==> src/rtl/pipe_adder_pkg.sv <==
// Shared definitions for the pipelined carry adder.
// Provides the default operand width and pipeline depth, the slice-width
// derivation, and the parameter-legality predicate used at elaboration.
package pipe_adder_pkg;

  localparam int unsigned DefaultWidth  = 64;
  localparam int unsigned DefaultStages = 4;

  // Bits handled by each pipeline slice.
  function automatic int unsigned slice_width(input int unsigned width,
                                              input int unsigned stages);
    return (stages == 0) ? width : width / stages;
  endfunction

  // Width must split into equal, non-empty slices.
  function automatic bit params_legal(input int unsigned width, input int unsigned stages);
    return (stages >= 1) && (stages <= width) && ((width % stages) == 0);
  endfunction

endpackage

==> src/rtl/adder_slice.sv <==
// Combinational ripple-carry slice of SliceWidth bits.
// Ports:
//   a, b  - slice operands
//   cin   - carry into bit 0
//   s     - slice sum
//   cout  - carry out of the top bit
//   cmsb  - carry into the top bit (for two's-complement overflow)
module adder_slice
  import pipe_adder_pkg::*;
#(
  parameter int unsigned SliceWidth = slice_width(DefaultWidth, DefaultStages)
) (
  input  logic [SliceWidth-1:0] a,
  input  logic [SliceWidth-1:0] b,
  input  logic                  cin,
  output logic [SliceWidth-1:0] s,
  output logic                  cout,
  output logic                  cmsb
);

  logic [SliceWidth:0] c;

  always_comb begin
    c    = '0;
    s    = '0;
    c[0] = cin;
    for (int i = 0; i < SliceWidth; i++) begin
      s[i]   = a[i] ^ b[i] ^ c[i];
      c[i+1] = (a[i] & b[i]) | (c[i] & (a[i] ^ b[i]));
    end
  end

  assign cout = c[SliceWidth];
  assign cmsb = c[SliceWidth-1];

endmodule

==> src/rtl/pipelined_carry_adder.sv <==
// Pipelined ripple-carry adder: WIDTH bits split into STAGES equal slices,
// one slice added per stage, carry and partial sum registered between them.
// Latency STAGES cycles, one result per cycle, global stall on the output.
// Optional feature macro: PIPE_ADDER_SUB_EN adds the sub port (subtract select).
// Ports:
//   clk, rst_n          - clock, synchronous active-low reset
//   in_valid, in_ready  - input handshake
//   in1, in2, c_in      - operands and carry-in
//   sub                 - subtract select (PIPE_ADDER_SUB_EN only)
//   out_valid, out_ready- output handshake
//   sum, c_out, overflow- result, carry-out, two's-complement overflow
module pipelined_carry_adder
  import pipe_adder_pkg::*;
#(
  parameter int unsigned WIDTH  = DefaultWidth,
  parameter int unsigned STAGES = DefaultStages
) (
  input  logic             clk,
  input  logic             rst_n,
  input  logic             in_valid,
  output logic             in_ready,
  input  logic [WIDTH-1:0] in1,
  input  logic [WIDTH-1:0] in2,
  input  logic             c_in,
`ifdef PIPE_ADDER_SUB_EN
  input  logic             sub,
`endif
  output logic             out_valid,
  input  logic             out_ready,
  output logic [WIDTH-1:0] sum,
  output logic             c_out,
  output logic             overflow
);

  localparam int unsigned SW = slice_width(WIDTH, STAGES);

  if (!params_legal(WIDTH, STAGES)) begin : gen_param_check
    $error("pipelined_carry_adder: WIDTH must be a multiple of STAGES, 1 <= STAGES <= WIDTH");
  end

  logic sub_sel;
`ifdef PIPE_ADDER_SUB_EN
  assign sub_sel = sub;
`else
  assign sub_sel = 1'b0;
`endif

  // Subtraction is folded in at the input: B is inverted once and the
  // inverted operand travels down the pipeline with its slice.
  logic [WIDTH-1:0] b_eff;
  logic             cin_eff;
  logic             advance;

  assign b_eff    = in2 ^ {WIDTH{sub_sel}};
  assign cin_eff  = c_in ^ sub_sel;
  assign advance  = !out_valid || out_ready;
  assign in_ready = advance;

  for (genvar k = 0; k < STAGES; k++) begin : gen_stage
    localparam int unsigned Lo = k * SW;
    localparam int unsigned Hi = Lo + SW;

    // Operand bits not yet added; the low SW bits feed this stage's slice.
    logic [WIDTH-Lo-1:0] a_pend;
    logic [WIDTH-Lo-1:0] b_pend;
    logic [Hi-1:0]       sum_d;
    logic [Hi-1:0]       sum_q;
    logic [SW-1:0]       s_slice;
    logic                cin_slice;
    logic                cout_slice;
    logic                cmsb_slice;
    logic                valid_d;
    logic                valid_q;
    logic                carry_q;

    if (k == 0) begin : gen_head
      assign a_pend    = in1;
      assign b_pend    = b_eff;
      assign cin_slice = cin_eff;
      assign valid_d   = in_valid;
      assign sum_d     = s_slice;
    end else begin : gen_body
      assign a_pend    = gen_stage[k-1].gen_carry.a_up_q;
      assign b_pend    = gen_stage[k-1].gen_carry.b_up_q;
      assign cin_slice = gen_stage[k-1].carry_q;
      assign valid_d   = gen_stage[k-1].valid_q;
      assign sum_d     = {s_slice, gen_stage[k-1].sum_q};
    end

    adder_slice #(
      .SliceWidth(SW)
    ) u_slice (
      .a   (a_pend[SW-1:0]),
      .b   (b_pend[SW-1:0]),
      .cin (cin_slice),
      .s   (s_slice),
      .cout(cout_slice),
      .cmsb(cmsb_slice)
    );

    // Bubbles are kept: every register loads or holds together.
    always_ff @(posedge clk) begin
      if (!rst_n) begin
        valid_q <= 1'b0;
        carry_q <= 1'b0;
        sum_q   <= '0;
      end else if (advance) begin
        valid_q <= valid_d;
        carry_q <= cout_slice;
        sum_q   <= sum_d;
      end
    end

    if (k < STAGES - 1) begin : gen_carry
      logic [WIDTH-Hi-1:0] a_up_q;
      logic [WIDTH-Hi-1:0] b_up_q;
      logic                unused_cmsb;

      // Only the final slice's MSB carry matters for overflow.
      assign unused_cmsb = cmsb_slice;

      always_ff @(posedge clk) begin
        if (!rst_n) begin
          a_up_q <= '0;
          b_up_q <= '0;
        end else if (advance) begin
          a_up_q <= a_pend[WIDTH-Lo-1:SW];
          b_up_q <= b_pend[WIDTH-Lo-1:SW];
        end
      end
    end else begin : gen_last
      logic ovf_q;

      always_ff @(posedge clk) begin
        if (!rst_n) begin
          ovf_q <= 1'b0;
        end else if (advance) begin
          ovf_q <= cmsb_slice ^ cout_slice;
        end
      end
    end
  end

  assign out_valid = gen_stage[STAGES-1].valid_q;
  assign sum       = gen_stage[STAGES-1].sum_q;
  assign c_out     = gen_stage[STAGES-1].carry_q;
  assign overflow  = gen_stage[STAGES-1].gen_last.ovf_q;

endmodule

==> config.mk <==
export PLATFORM = sky130hd
export DESIGN_NAME = pipelined_carry_adder
export DESIGN_NICKNAME = d
export VERILOG_FILES = /design/src/rtl/pipe_adder_pkg.sv /design/src/rtl/adder_slice.sv /design/src/rtl/pipelined_carry_adder.sv
export SDC_FILE = /design/constraint.sdc
export NUM_CORES = 1
export LEC_CHECK = 0
export ABC_AREA = 1
export BUFFER_PORTS_ARGS = -buffer_cell sky130_fd_sc_hd__buf_2
export CAP_MARGIN = 20
export CORE_MARGIN = 2
export CORE_UTILIZATION = 48
export DETAILED_ROUTE_END_ITERATION = 12
export GPL_ROUTABILITY_DRIVEN = 0
export PLACE_DENSITY = 0.68
export SYNTH_ARGS = -nofsm -noshare
export SYNTH_HDL_FRONTEND = slang
export SYNTH_SLANG_ARGS = --single-unit
==> constraint.sdc <==
create_clock -name clk -period 13.3 [get_ports clk]
set_input_delay 0 -clock clk [delete_from_list [all_inputs] [get_ports clk]]
set_output_delay 0 -clock clk [all_outputs]
set_load 0.02 [all_outputs]
**Yosys cells after proc, flatten, opt, wreduce, memory -nomap -nowiden**

Cells that the tools add are included.

- Bitwise gates (word level): 321
- Reductions and logical operators: 2

Operators by type and width:

| operator | number |
|---|---|
| XOR 1 bit | 129 |
| bitwise AND 1 bit | 128 |
| bitwise OR 1 bit | 64 |
| zero test 1 bit | 1 |
| logical OR 1 bit | 1 |

- Register bits: 361
- Bits of input ports: 133

**Logic depth before layout (Yosys ltp)**

Gate-level depths: netlist (run 1).

- Word-level depth: 34
- Depth in mapped cells: 24
- Mapped depth without buffers: 24

**By module**

Synthesis (run 1) repeated with hierarchy kept, for this count alone.

- Cell total of the unflattened synthesis: 1676
- Area total of the unflattened synthesis: 14649.0 µm²

Modules (own cells, without submodules):

| module | times used | cells each | area an instance (µm²) | sequential area each (µm²) |
|---|---|---|---|---|
| pipelined_carry_adder | 1 | 1572 | 13217.7 | 7226.9 |
| adder_slice | 4 | 26 | 357.8 | 0.0 |

**Least setup slack after synthesis (run 1)**

Ideal clock, no wire load.

- Path kind: reg2reg
- Start: reg gen_stage[0].carry_q
- End: reg gen_stage[1].sum_q[31]
- Library setup time: 0.064 ns
- Data arrival time: 6.637 ns
- Required time: 13.236 ns
- Path slack: 6.600 ns
- Stages on the path, launching flop included: 23
- Buffers on the path: 0
- Cells stage by stage: dfxtp_1 fa_1 inv_1 fa_1 inv_1 fa_1 fa_1 fa_1 fa_1 fa_1 fa_1 fa_1 fa_1 fa_1 fa_1 fa_1 fa_1 fa_1 inv_1 fa_1 inv_1 nor2_1 nor2_1

- Cells in the longest elaborated chain, start to end: 31

Ends and longest elaborated chain:

| element | line | text |
|---|---|---|
| start: declaration | pipelined_carry_adder.sv:74 | `logic carry_q;` |
| start signal: assignment | pipelined_carry_adder.sv:109 | `carry_q <= cout_slice;` |
| bitwise AND 1 bit | adder_slice.sv:29 | `c[i+1] = (a[i] & b[i]) \| (c[i] & (a[i] ^ b[i]));` |
| bitwise OR 1 bit | adder_slice.sv:29 |  |
| bitwise AND 1 bit | adder_slice.sv:29 |  |
| bitwise OR 1 bit | adder_slice.sv:29 |  |
| bitwise AND 1 bit | adder_slice.sv:29 |  |
| bitwise OR 1 bit | adder_slice.sv:29 |  |
| bitwise AND 1 bit | adder_slice.sv:29 |  |
| bitwise OR 1 bit | adder_slice.sv:29 |  |
| [15 not listed] | -- |  |
| bitwise OR 1 bit | adder_slice.sv:29 |  |
| bitwise AND 1 bit | adder_slice.sv:29 |  |
| bitwise OR 1 bit | adder_slice.sv:29 |  |
| bitwise AND 1 bit | adder_slice.sv:29 |  |
| bitwise OR 1 bit | adder_slice.sv:29 |  |
| bitwise AND 1 bit | adder_slice.sv:29 |  |
| bitwise OR 1 bit | adder_slice.sv:29 |  |
| XOR 1 bit | adder_slice.sv:28 | `s[i] = a[i] ^ b[i] ^ c[i];` |
| end signal: assignment | pipelined_carry_adder.sv:110 | `sum_q <= sum_d;` |
| end: declaration | pipelined_carry_adder.sv:67 | `logic [Hi-1:0] sum_q;` |

No other way between the ends.
A chain may end at the register's enable or synchronous reset.

**Worst setup path in the final report (run 1)**

Same ends and word-level chain as after synthesis.

==> results of run 1 <==
[cells in the mapped netlist (all sizes together)]
master,number,area (µm²)
fa,64,1281
inv,44,165.2
o21bai,346,2597
nand2,31,118.9
buf,95,520.5
a21oi,1,5.000
nand3b,1,7.510
dfxtp,361,7227
nor2,721,2714
clkbuf,23,86.33
[power by group through the flow]
stage | sequential, mW | combinational, mW | clock [mW]
floorplan | 1.23 | 0.168 | 0
global placement | 1.22 | 0.242 | 0
detailed placement | 1.22 | 0.246 | 0
CTS | 1.20 | 0.287 | 1.08
global route | 1.21 | 0.328 | 1.13
finish | 1.20 | 0.288 | 1.05
[cell families after synthesis]
family,Yosys count
simple gates,753
flops,361
compound gates,347
buf+inv,162
fa+ha+maj,64
[how the worst min path moves through the flow]
stage | from | to
after detailed placement | in1[35] | gen_stage[0].gen_carry.a_up_q[19]
after global routing | in2[15] | gen_stage[0].carry_q
after CTS | in2[15] | gen_stage[0].sum_q[15]
final | in2[15] | gen_stage[0].sum_q[15]
after floorplan | rst_n | gen_stage[1].gen_carry.b_up_q[1]
after global placement | in2[23] | gen_stage[0].gen_carry.b_up_q[7]
[area by class of cell]
type / count / area [µm²] / area share
clock buffer: 56 / 1162 / 0.06324
multi-input combinational: 1164 / 6738 / 0.3666
sequential: 361 / 7227 / 0.3932
clock inverter: 11 / 86.33 / 0.004697
inverter: 44 / 172.7 / 0.009394
tap: 396 / 495.5 / 0.02696
antenna: 1 / 2.502 / 0.0001361
timing repair buffer: 344 / 2497 / 0.1359
[layer usage]
layer / up-vias / wire [µm]
met5: - / 13
met4: 2 / 970
met3: 73 / 1314
met2: 217 / 13660
met1: 5153 / 14910
li1: 5874 / -
[cells in the final DEF, fill, tap and decap left out, drive strengths merged]
master       instances
inv                 44
diode                1
clkbuf              56
fa                  64
dlygate4sd3        134
o21bai             346
nor2               721
clkinvlp             1
bufinv               1
buf                210
nand2               31
a21oi                1
dfxtp              361
clkinv               9
nand3b               1
[stage by stage]
step	cells	worst slack, ns	area (µm²)	power (mW)
2_1_floorplan	1687	6.600	14720	1.398
3_3_place_gp	2171	6.343	15680	1.464
3_5_place_dp	2172	6.296	15710	1.470
4_1_cts	2373	6.232	18300	2.567
5_1_grt	2377	5.978	18380	2.665
6_report	2377	6.294	18380	2.538
[sequential cells by signal (all words and copies together) (netlist names)]
| name | flops |
|---|---|
| c_out | 1 |
| gen_stage.carry_q | 3 |
| gen_stage.gen_carry.a_up_q | 96 |
| gen_stage.gen_carry.b_up_q | 96 |
| gen_stage.sum_q | 96 |
| gen_stage.valid_q | 3 |
| out_valid | 1 |
| overflow | 1 |
| sum | 64 |
[worst register-to-register path, cell delays in order, from the launching register on]
cell and delay (ns):
dfxtp_1 0.32, fa_1 0.42, inv_1 0.07, fa_1 0.15
inv_1 0.05, fa_1 0.37, fa_1 0.39, fa_1 0.38
fa_1 0.40, fa_1 0.39, fa_1 0.40, fa_1 0.40
fa_1 0.40, fa_1 0.47, fa_1 0.45, fa_1 0.39
fa_1 0.39, fa_1 0.38, inv_1 0.08, fa_1 0.40
inv_1 0.07, nor2_1 0.05, nor2_1 0.11
==> results.md, run 1 <==
- Max Cap Viol: 0
- Syn. warnings: 0
- WL final: ~31 mm
- Worst slew pin tran: between 1 and 1.5 ns
- Grt met2 use: 0.2970
- Sw power: slightly above 0.6 mW
- Flop pwr share: 0.473
- Synth Area in Simple Gates: 0.1929
- Max rail drop VDD: slightly below 80 µV
- Die Span X: ~180 µm
- Max Clk Rate: 142.7 MHz
- Critical path, cell by cell: fa_1 > inv_1 > fa_1 > inv_1 > fa_1 > fa_1 > fa_1 > fa_1 > fa_1 > fa_1 > fa_1 > fa_1 > fa_1 > fa_1 > fa_1 > fa_1 > fa_1 > inv_1 > fa_1 > inv_1 > nor2_1 > nor2_1
- Distinct cells, synth: 16
- Post-Route Skew: slightly below 0.01 ns
- Area Growth Syn to Fin: 24.85%
- Combinational share of power: 0.113
- Area of the core: approximately 30000 µm²
- Most used routing layer in global routing: met2
- Drt drc: 0
- Post-Syn Nets: 1884
- Post-CTS sizing: 0
- Setup violations, final: 0
- Synth Register Bits: approximately 360
- Final period util: 0.5268
- Worst Setup Path Type: flip-flop to flip-flop
- Clk sinks: between 300 and 400
- Largest fanout on the critical path: 2
- Vias in the first global route: 10750
- CP delay by family, top: adder cells
- RSZ-0062 raised after global routing: no
- Fin crit period: 7.006 ns
- CTS tree: built
- First-pass GRT wire length: 50.92 mm
- Main combinational cell family by area after synthesis: simple AND/OR/NAND/NOR gates
- Launch point of the worst path: gen_stage[0].carry_q
- Grt total ovfl: 0
- I/O Pins: 201
- Syn avg cell area: between 8 and 9 µm²
- Root Driver: clkbuf_16
- Hold crit path type: primary input to flip-flop
- Hold Slack: roughly 0.02 ns
- Worst Hold Depth: 6
- Fillcell total: between 2000 and 3000
- Compound-cell area share of the yosys netlist: 0.1768
- Synth Area in Adders: 0.08702
- Nets: between 2000 and 2500
- Avg WL per Cell: between 10 and 15 µm
- Clock transition at path regs: roughly 0.06 ns
- # rows: 64
- Vias per std cell: 4.762
- Final setup TNS: 0 ns
- Layout cell share with drive strength beyond 1: 0.1384
- Max-slew violation count: 0
- Number of antenna violations at the first check in global routing: 2
- Initial DRC count: 648
- Max clock buf depth: 3
- Slew margin rel.: 0.2460
- Worst path slowest cell: fa_1
- Endpoint of the worst-slack reg-to-reg timing path: gen_stage[1].sum_q[31]
- H-tree Lvls: 2
- Port bufs: 200
- Post-DRT Antenna Nets: 0
- CTS buffer count: 41
- Hold Vio Cnt, Final: 0
- Mapped Cells: 1687
- P_int: ~1.9 mW
- Via count: 11320
- Buffers and inverters on the worst path: 4
- Seq/Total Area, Yosys: 0.4909
- Xor/xnor cell area share of the yosys netlist: 0
- Latest clock arrival within the worst-skew pair: ~0.51 ns
- Synthesized cell area: 14720 µm²
- Element type at the critical path end: flip-flop
- Status: completed
- Largest net degree at the start of global routing: roughly 250
- CP arrival: 7.45 ns
- Global Route met1 Usage: 0.2623
- Worst R2R Setup Slack: around 6.3 ns
- Worst path most repeated cell: fa_1
- CP required: 13.75 ns
- Clock Power Share: 0.413
- Die height: about 180 µm
- R2r startpoint: gen_stage[0].carry_q
- First-pass detailed-route iteration total: 4
- Final HPWL DP: 17.10 mm
- Largest stage delay on the critical path: ~0.47 ns
- Initial Utilization: 0.4838
- Hold Buf Count CTS: between 100 and 150
- CP Capture Point: gen_stage[1].sum_q[31]
- Switching share of power: 0.2387
- Total track usage: 0.1899
- R2R cell count: 22
- Die area: 32090 µm²
- Post-synthesis mux area share: 0
- Postcts setup bufs: 0
- Number of stages on the worst setup path: 22
- GR Layer Usage met3: 0.03244
- Worst Setup Start Kind: flip-flop
- P_leak: just under 8 nW
- Pwr/cell area: roughly 140 nW/µm²
- Final Util: 0.6041
(Power assumes the default switching activity.)
==> run 2: changes to the inputs <==
==> constraint.sdc (replaced) <==
create_clock -name clk -period 6.8 [get_ports clk]
set_input_delay 0 -clock clk [delete_from_list [all_inputs] [get_ports clk]]
set_output_delay 0 -clock clk [all_outputs]
set_load 0.02 [all_outputs]
==> results.md, run 2 (same netlist as run 1, synthesis figures left out) <==
- Initial DRC count: 617 (-4.8%)
- Worst Setup Path Type: primary input to flip-flop
- Layout cell share with drive strength beyond 1: 0.1508 (+0.01243)
- Top flop regs: gen_stage.gen_carry.a_up_q (96), gen_stage.gen_carry.b_up_q (96), gen_stage.sum_q (96)
- Port bufs: 200 (unchanged)
- Final non-filler cell total: 2373 (-0.17%)
- WL final: 30.82 mm (-0.15%)
- Worst R2R Setup Slack: 0.23 ns (-6.06 ns)
- Vias per std cell: 4.792 (+0.64%)
- Number of antenna violations at the first check in global routing: 1 (-1)
- Most common cell after layout, fill and taps aside: nor2_1
- Endpoint of the worst-slack reg-to-reg timing path: sum[63]
- # placed instances: 2170 (-0.092%)
- Die area: 32090 µm² (unchanged)
- P_leak: 7.723 nW (-0.81%)
- CP required: 7.20 ns (-6.55 ns)
- Max clock buf depth: 3 (unchanged)
- # rows: 64 (unchanged)
- Final Util: 0.6065 (+0.002385)
- Vias in the first global route: 10860 (+0.98%)
- Fillcell total: 2607 (-1.6%)
- Avg WL per Cell: 12.99 µm (about the same)
- Setup violations, final: 0 (unchanged)
- Final period util: 0.9711
- Max-slew violation count: 0 (unchanged)
- Slew margin rel.: 0.3226 (+0.07655)
- Final HPWL DP: 16.67 mm (-2.5%)
- Grt total ovfl: 0 (unchanged)
- Most frequent cells in the layout: 720 x nor2_1, 361 x dfxtp_1, 346 x o21bai_1
- Switching share of power: 0.2321 (-0.006601)
- Total power: 5.102 mW (+100%)
- Post-DRT Antenna Nets: 0 (unchanged)
- Flop pwr share: 0.461 (-0.012)
- R2R cell count: 22 (unchanged)
- CP arrival: 7.01 ns (-0.44 ns)
- Max Clk Rate: between 150 and 200 MHz
- Worst Setup Start Kind: primary input
- Clk sinks: 361 (unchanged)
- Pre-CTS setup slack: -0.1907 ns (-6.486 ns)
- Post-Route Skew: 0.01034 ns (+0.0006958 ns)
- Clock transition at path regs: 0.06 ns (about the same)
- Initial Utilization: 0.4838 (unchanged)
- R2r startpoint: gen_stage[2].carry_q
- Max Cap Viol: 0 (unchanged)
- Setup ws final: 0.1963 ns (-6.098 ns)
- H-tree Lvls: 2 (unchanged)
- Fin crit period: 6.604 ns
- Area of the core: 30430 µm² (unchanged)
- Latest clock arrival within the worst-skew pair: 0.52 ns (about the same)
- Nets: 2145 (-0.37%)
- Drt drc: 0 (unchanged)
- Postcts setup bufs: 0 (unchanged)
- First-pass GRT wire length: 49.96 mm (-1.9%)
- Worst slew pin tran: 1.016 ns (-0.1148 ns)
- Hold path start: in1[15]
- CTS tree: built
- Launch point of the worst path: c_in
- Sw power: 1.184 mW (+95%)
- Root Driver: clkbuf_16
- Via count: 11370 (+0.47%)
- Largest fanout on the critical path: 1 (-1)
- Clock Power Share: 0.429 (+0.016)
- CP Capture Point: gen_stage[0].sum_q[14]
- Max rail drop VDD: 186.0 µV (+140%)
- Status: completed
- Element type at the critical path end: flip-flop
- P_int: 3.917 mW (+100%)
- Final setup TNS: 0 ns (unchanged)
- Die Span X: 179.1 µm (unchanged)
- RSZ-0062 raised after global routing: yes
- Largest net degree at the start of global routing: 253 (+3.3%)
- Hold crit path type: primary input to flip-flop
- I/O Pins: 201 (unchanged)
- Pwr/cell area: 276.5 nW/µm² (+100%)
- CTS buffer count: 40 (-2.4%)
- Combinational share of power: 0.111 (-0.002)
- Hold Vio Cnt, Final: 0 (unchanged)
- Die height: 179.1 µm (unchanged)
- Total track usage: 0.1860 (-0.003960)
- First-pass detailed-route iteration total: 4 (unchanged)
- Area Growth Syn to Fin: 25.34%
==> run 2: changes by cell type in the layout (fill, tap and decap cells not counted), moves of 4 or more <==
cell / before / now
clkinv_2: 8 / 4
fa_2: 0 / 30
clkbuf_1: 7 / 12
bufinv_16: 1 / 5
fa_1: 64 / 34
==> run 2: how the worst min path moves through the flow <==
stage / slack [ns] / to / cells after the start
after CTS: 0.01 / gen_stage[0].carry_q / 6
after detailed placement: 0.23 / gen_stage[0].gen_carry.b_up_q[20] / 3
final: 0.03 / gen_stage[0].carry_q / 6
after global placement: 0.22 / gen_stage[0].gen_carry.a_up_q[25] / 3
after floorplan: 0.12 / gen_stage[1].gen_carry.b_up_q[1] / 2
after global routing: 0.05 / overflow / 5
==> run 2: critical path, cell delays in order <==
cell,delay (ns)
dlygate4sd3_1,0.54
buf_2,0.13
fa_1,0.35
inv_1,0.07
fa_1,0.15
inv_1,0.05
fa_1,0.38
fa_2,0.36
fa_1,0.38
fa_1,0.40
fa_2,0.35
fa_2,0.35
fa_2,0.40
fa_1,0.39
fa_1,0.39
fa_1,0.38
fa_1,0.38
fa_1,0.38
fa_1,0.44
dlygate4sd3_1,0.57
nor2_1,0.11
nor2_1,0.06
==> run 2: cell type report <==
type / count / area [µm²] / share of cell area
clock buffers: 59 / 1154 / 0.06251
diodes: 1 / 2.502 / 0.0001356
clock inverters: 11 / 187.7 / 0.01017
flip-flops and latches: 361 / 7227 / 0.3916
multi-input cells: 1164 / 6813 / 0.3692
well taps: 396 / 495.5 / 0.02685
repair buffers: 337 / 2402 / 0.1302
inverters: 44 / 172.7 / 0.009357
==> run 2: per-stage QoR <==
step / area [µm²] / hold WS [ns]
floorplan: 14720 / 0.1205
global placement: 15700 / 0.2200
detailed placement: 15700 / 0.2264
CTS: 18380 / 0.01344
global route: 18450 / 0.05368
finish: 18450 / 0.03418
==> run 2: power groups by stage <==
stage	sequential (mW)	clock (mW)	combinational [mW]
finish	2.35	2.19	0.564
global route	2.37	2.34	0.645
CTS	2.35	2.25	0.561
detailed placement	2.39	0	0.481
global placement	2.39	0	0.474
floorplan	2.40	0	0.329
==> run 2: timing repair <==
action	CTS	global route
gates resized for setup	12	18
setup endpoints to repair	5	8
pin swaps	0	3
hold endpoints to repair	122	0
hold buffers	131	0
==> run 2: routing by layer <==
layer / GRT usage / vias to the layer above / wire [µm]
met2: 0.3103 / 199 / 14200
met3: 0.03350 / 42 / 1243
met5: 0 / - / 0
li1: - / 5872 / -
met1: 0.2457 / 5259 / 14660
met4: 0.05712 / 0 / 709
